$ cat src/rtl/poly_add_modq.sv
// Two-stage modular adder v = (a + b + c) mod Q with valid/ready handshake,
// per-polynomial last tagging and a sticky out-of-range input flag.
module poly_add_modq #(
  parameter int unsigned DATA_WID = 12,
  parameter int unsigned Q        = 3329,
  parameter int unsigned N        = 256
) (
  input  logic                clk,
  input  logic                rst_n,
  input  logic                in_valid,
  output logic                in_ready,
  input  logic [DATA_WID-1:0] in_a,
  input  logic [DATA_WID-1:0] in_b,
  input  logic [DATA_WID-1:0] in_c,
  output logic                out_valid,
  input  logic                out_ready,
  output logic [DATA_WID-1:0] out_data,
  output logic                out_last,
  output logic                range_err
);

  localparam int unsigned SUM_W = DATA_WID + 1;
  localparam int unsigned IDX_W = (N > 1) ? $clog2(N) : 1;
  localparam logic [SUM_W-1:0] Q_EXT    = SUM_W'(Q);
  localparam logic [IDX_W-1:0] IDX_LAST = IDX_W'(N - 1);

  // One conditional subtraction is enough because both operands are < Q.
  function automatic logic [DATA_WID-1:0] add_mod(input logic [DATA_WID-1:0] x,
                                                  input logic [DATA_WID-1:0] y);
    logic [SUM_W-1:0] sum;
    sum = {1'b0, x} + {1'b0, y};
    if (sum >= Q_EXT) sum = sum - Q_EXT;
    return sum[DATA_WID-1:0];
  endfunction

  logic                w_en;
  logic                w_accept;
  logic                w_in_err;

  logic [IDX_W-1:0]    r_idx;
  logic                r_range_err;
  logic                r_s1_valid;
  logic [DATA_WID-1:0] r_s1_sum;
  logic [DATA_WID-1:0] r_s1_c;
  logic                r_s1_last;
  logic                r_out_valid;
  logic [DATA_WID-1:0] r_out_data;
  logic                r_out_last;

  assign w_en     = !r_out_valid || out_ready;
  assign w_accept = in_valid && w_en;
  assign w_in_err = ({1'b0, in_a} >= Q_EXT) || ({1'b0, in_b} >= Q_EXT) ||
                    ({1'b0, in_c} >= Q_EXT);

  assign in_ready  = w_en;
  assign out_valid = r_out_valid;
  assign out_data  = r_out_data;
  assign out_last  = r_out_last;
  assign range_err = r_range_err;

  // Coefficient index and sticky range flag, advanced only on acceptance.
  always_ff @(posedge clk or negedge rst_n) begin
    if (!rst_n) begin
      r_idx       <= '0;
      r_range_err <= 1'b0;
    end else if (w_accept) begin
      r_idx <= (r_idx == IDX_LAST) ? '0 : r_idx + IDX_W'(1);
      if (w_in_err) r_range_err <= 1'b1;
    end
  end

  // Stage 1: a + b reduced, c and last tag carried alongside.
  always_ff @(posedge clk or negedge rst_n) begin
    if (!rst_n) begin
      r_s1_valid <= 1'b0;
      r_s1_sum   <= '0;
      r_s1_c     <= '0;
      r_s1_last  <= 1'b0;
    end else if (w_en) begin
      r_s1_valid <= in_valid;
      if (in_valid) begin
        r_s1_sum  <= add_mod(in_a, in_b);
        r_s1_c    <= in_c;
        r_s1_last <= (r_idx == IDX_LAST);
      end
    end
  end

  // Stage 2: final reduction; an empty stage 1 slot leaves an empty output.
  always_ff @(posedge clk or negedge rst_n) begin
    if (!rst_n) begin
      r_out_valid <= 1'b0;
      r_out_data  <= '0;
      r_out_last  <= 1'b0;
    end else if (w_en) begin
      r_out_valid <= r_s1_valid;
      r_out_last  <= r_s1_valid && r_s1_last;
      if (r_s1_valid) r_out_data <= add_mod(r_s1_sum, r_s1_c);
    end
  end

endmodule

$ cat config.mk
export PLATFORM = sky130hd
export DESIGN_NAME = poly_add_modq
export DESIGN_NICKNAME = d
export VERILOG_FILES = /design/src/rtl/poly_add_modq.sv
export SDC_FILE = /design/constraint.sdc
export NUM_CORES = 1
export LEC_CHECK = 0
export BUFFER_PORTS_ARGS = -buffer_cell sky130_fd_sc_hd__buf_2
export CORE_MARGIN = 2
export CORE_UTILIZATION = 35
export CTS_CLUSTER_DIAMETER = 80
export DETAILED_ROUTE_END_ITERATION = 10
export GPL_TIMING_DRIVEN = 1
export PLACE_DENSITY = 0.53
export SLEW_MARGIN = 15
export SYNTH_ARGS = -nofsm -noshare
export SYNTH_HDL_FRONTEND = slang
export SYNTH_SLANG_ARGS = --single-unit
$ cat constraint.sdc
create_clock -name clk -period 5.2 [get_ports clk]
set_input_delay 0.52 -clock clk [delete_from_list [all_inputs] [get_ports clk]]
set_output_delay 0.52 -clock clk [all_outputs]
set_load 0.005 [all_outputs]
== After elaboration in Yosys (flattened, before gate mapping) ==
Index checks and enable logic that the tools add are counted.

* $add $sub $neg: 5
* Multipliers: 0
* Div/mod/pow operators: 0
* Magnitude comparators: 5
* Eq/ne operators: 1
* Shift-type cells: 0
* Multiplexer cells: 3
* Bitwise operators: 0
* Reductions and logical operators: 9

{| class="wikitable"
|+ Operator list
! operator !! number
|-
| $ge A12 B12 Y1 const B || 3
|-
| $add A12 B12 Y13 || 2
|-
| $ge A13 B12 Y1 const B || 2
|-
| $mux W12 || 2
|-
| $sub A12 B12 Y12 const B || 2
|-
| $add A8 B1 Y8 const B || 1
|-
| $eq A8 B8 Y1 const B || 1
|-
| $mux W8 || 1
|-
| $reduce_and A2 Y1 || 3
|-
| $logic_or A1 B1 Y1 || 3
|-
| $logic_and A1 B1 Y1 || 2
|-
| $logic_not A1 Y1 || 1
|}

* Register bits after elaboration: 49
* Latch bits: 0
* RAM bits: 0
* Memory bits (read-only): 0
* Input port bits: 40
* Output and inout bits: 16
* Word-level logic and storage cells: 32
* Memories: 0

== Longest topological paths before layout ==
* Word-level depth: 4
* Mapped depth: 11
* Mapped depth without buffers: 10

== Worst setup path before layout ==
No wires, ideal clock.

* Path kind: input port to flip-flop
* Start: in in_a[0]
* End: reg r_s1_sum[4]
* Library setup time: 0.123 ns
* Arrival time: 3.240 ns
* Required time: 5.077 ns
* Path slack: 1.837 ns
* Stages on the path: 11
* Path buffers: 1
* Cells stage by stage: ha_1 fa_1 xnor2_2 nor4b_2 o22ai_2 nor4_2 nand3b_2 a311oi_4 buf_6 mux2i_1 nand2_1

* Longest elaborated chain between the ends: 3
* Elaborated cells between the ends (all ways): 4
* Those cells by class: 2 x add/sub; 1 x order compare; 1 x mux

{| class="wikitable"
|+ Ends and longest elaborated chain
! element !! RTL line !! source
|-
| start, declared || 12 || <nowiki>input logic [DATA_WID-1:0] in_a,</nowiki>
|-
| $add A12 B12 Y13 (*) || 31 || <nowiki>sum = {1'b0, x} + {1'b0, y};</nowiki>
|-
| $sub A12 B12 Y12 or $ge A13 B12 Y1 (tied branches) || 32 || <nowiki>if (sum >= Q_EXT) sum = sum - Q_EXT;</nowiki>
|-
| $mux W12 (*) || 32 ||
|-
| end signal, assigned || 82 || <nowiki>r_s1_sum <= add_mod(in_a, in_b);</nowiki>
|-
| end, declared || 43 || <nowiki>logic [DATA_WID-1:0] r_s1_sum;</nowiki>
|}

Mark *: on every way between the ends. The rest lies on a longest branch, timed or not.
A chain may end at the register's enable or synchronous reset.

== Final worst setup path ==
* Start: reg r_s1_sum[0]
* End: reg r_out_data[8], in the netlist out_data[8]

* Longest elaborated chain between the ends: 3
* Elaborated cells between the ends (all ways): 4
* Those cells by class: 2 x add/sub; 1 x order compare; 1 x mux

{| class="wikitable"
|+ Ends and longest elaborated chain
! element !! RTL line !! source
|-
| $add A12 B12 Y13 (*) || 31 ||
|-
| $sub A12 B12 Y12 or $ge A13 B12 Y1 (tied branches) || 32 ||
|-
| $mux W12 (*) || 32 ||
|-
| end signal, assigned || 98 || <nowiki>if (r_s1_valid) r_out_data <= add_mod(r_s1_sum, r_s1_c);</nowiki>
|-
| end, declared || 47 || <nowiki>logic [DATA_WID-1:0] r_out_data;</nowiki>
|}

Marks and branches as above.

==> results.toml <==
[yosys]
synth_fp_nets = 552
synth_edf_count = 0
syn_avg_cell_area_um2 = 8.49
ys_seq_elements = 49
syn_inst = 481
yosys_warnings = 0
netlist_area_um2 = 4080
async_flop_share = 1.00
synthFlopType = "dfrtp_1"
ys_types = 73
ys_seq_area_frac = 0.300

[placed_design]
dp.cells = 667
gp_congestion = 0.825
io_buffers = 55
hpwl_um = 7690

[floorplan]
io_pins = 56
die_x_um = 112
die_h_um = 112
coreArea_um2 = 11400
die_area_um2 = 12500
start_util = 0.357
row_count = 39

[status]
status = "complete, no violations"

[worst_setup_path]
crit_path_end_kind = "flop"
cp_slowest_cell = "a31oi_2"
crit_required_ps = 5390
critPathMaxFanout = 16
slowest_delay_ps = 590
worstPathCellList = "ha_1, fa_1, a21oi_1, o211ai_1, and2_1, a311oi_1, a31oi_1, a31oi_2, o21ai_0, a31o_2"
crit_path_start_kind = "flop"
crit_arrival_ps = 3830
criticalPathCategory = "reg2reg"

[clock_tree]
cts_setup_buffers = 0
numCtsBuffers = 5
cts_buffer_depth = 2
h-tree-depth = 2
cts-root-buf = "clkbuf_16"
cts_resized = 0
clock_latency_ps = 290
cts_tree = "built"
cts-hold-fix-buffers = 0
clk_pin_slew_ps = 70
clock-sinks = 49

[finish]
fin_nets = 602
instances_no_fill = 675
layout-drive-gt1-share = 0.177
antenna_cells = 0
areaGrowthSynthToFinish_pct = 13.7

[global_routing]
gr-total-overflow = 0
antenna_found_initial = 0
grt_pass1_vias = 3513
grt_usage = 0.161
grt_pass1_wl_um = 16800
grt_max_degree = 50

[route]
vias = 3686
detailedRoute.firstPassIterationCount = 4
drtIter0Drc = 217
via_per_inst = 5.46
ant_nets = 0
routedWlPerCell_um = 14.5
drc_errors = 0
drt-total-wl_um = 9820

[timing]
hold_ws_ps = 338
rsz0062_at_grt = "no"
finalSetupTns_ps = 0
hold_violations = 0
slew_headroom = 0.511
worst_pin_slew_ps = 731
finalMaxSlewViolations = 0
min_period_over_period = 0.702
clock-skew-final_ps = 7.36
finalSetupViolCount = 0
max_freq_ghz = 0.274
min_period_ps = 3650

[power]
leakage_nw = 2.04
peakVddDrop_mv = 0.274
p_per_area_nw_per_um2 = 438

[worst_hold_path]
hp-class = "in2async"

[run]
maxCapViolCount = 0
cells by family (layout without fill, tap and decap cells):
group                      after synthesis  after routing  share of synthesized area
muxes                                    4              4                    0.00981
AOI/OAI and AO/OA                      138            138                      0.263
and+or+nand+nor                        210            210                      0.258
xor gates and xnor gates                17             17                     0.0383
DFF                                     49             49                      0.300
adders and majority gates               31             31                     0.0987
buffers and inverters                   32             83                     0.0322
sequential cells by signal (all words and copies together) (netlist names):
register    flops
r_s1_sum       12
out_data       12
r_s1_last       1
r_s1_valid      1
out_last        1
range_err       1
out_valid       1
r_s1_c         12
r_idx           8
where the power goes:
| group | internal, mW | total (mW) | switching [mW] |
|---|---|---|---|
| clock | 0.182 | 0.338 | 0.156 |
| sequential | 0.497 | 0.578 | 0.0813 |
| combinational | 0.454 | 1.12 | 0.664 |
| total | 1.13 | 2.03 | 0.902 |
metrics by stage:
stage | instance area [um^2] | total power, mW | util | setup slack [ps]
2_1_floorplan | 4080 | 1.43 | - | 1840
3_3_place_gp | 4490 | 1.69 | 0.393 | 1350
3_5_place_dp | 4490 | 1.71 | 0.393 | 1260
4_1_cts | 4640 | 2.05 | 0.407 | 1520
5_1_grt | 4640 | 2.23 | 0.407 | 1220
6_report | 4640 | 2.03 | 0.407 | 1550
layout by cell type, fill, tap and decap left out, types with 8 or more instances in the layout:
| cell type | count |
|---|---|
| a31oi_1 | 11 |
| ha_1 | 29 |
| nand2_1 | 76 |
| xnor2_1 | 11 |
| o21a_1 | 9 |
| a21oi_1 | 16 |
| dfrtp_1 | 49 |
| inv_1 | 17 |
| nor4_1 | 9 |
| a21o_1 | 10 |
| o31ai_1 | 8 |
| nor3_1 | 19 |
| buf_2 | 55 |
| nor2_1 | 38 |
| o21ai_0 | 20 |
| nand3_1 | 14 |
| or3_1 | 12 |
per-layer routing:
layer,vias up,track usage,wire length [um]
li1,1897,-,-
met2,61,0.283,4680
met5,-,0,0
met1,1715,0.210,4730
met3,13,0.0174,251
met4,0,0.0455,159
path summary, 6_finish.rpt:
kind                             start     endpoint  slack [ps]  cells after the start
hold reg to reg               r_idx[6]     r_idx[6]         470                      1
setup reg to reg           r_s1_sum[0]  out_data[8]        1550                     10
setup / recovery           r_s1_sum[0]  out_data[8]        1550                     10
min in group clk               in_c[5]    r_s1_c[5]         440                      3
hold / removal                   rst_n  out_data[5]         340                      2
max in group asynchronous        rst_n  r_s1_sum[9]        4440                      2
area by class of cell:
type                    count  area (um^2)
fillers                  1164         6780
multi-input cells         400         2720
flip-flops and latches     49         1230
repair buffers             58          298
well taps                 143          179
clock buffers               5          125
inverters                  17         63.8
clock inverters             3         26.3
cells in the mapped netlist, types with 4 or more instances:
cell type,n,share of area
a211o_1,4,0.0086
a211oi_1,6,0.011
a211oi_2,5,0.015
a21o_1,10,0.018
a21oi_1,16,0.020
a31oi_1,11,0.017
and2_1,7,0.011
clkbuf_1,10,0.0092
dfrtp_1,49,0.30
ha_1,29,0.089
inv_1,17,0.016
mux2i_1,4,0.0098
nand2_1,76,0.070
nand3_1,14,0.017
nor2_1,38,0.035
nor3_1,19,0.023
nor4_1,9,0.014
o211ai_1,7,0.013
o21a_1,9,0.017
o21ai_0,20,0.025
o21ai_1,6,0.0074
o31ai_1,8,0.015
or3_1,12,0.018
or4_1,5,0.0092
xnor2_1,11,0.024
xor2_1,5,0.011
critical path: cells and delay by family (launching register included):
kind                       cells  cell delay, ps
AOI/OAI and AO/OA              7            2270
and+or+nand+nor                1             190
adders and majority gates      2             670
DFF                            1             400
No activity file was read; power rests on OpenSTA's default activity.
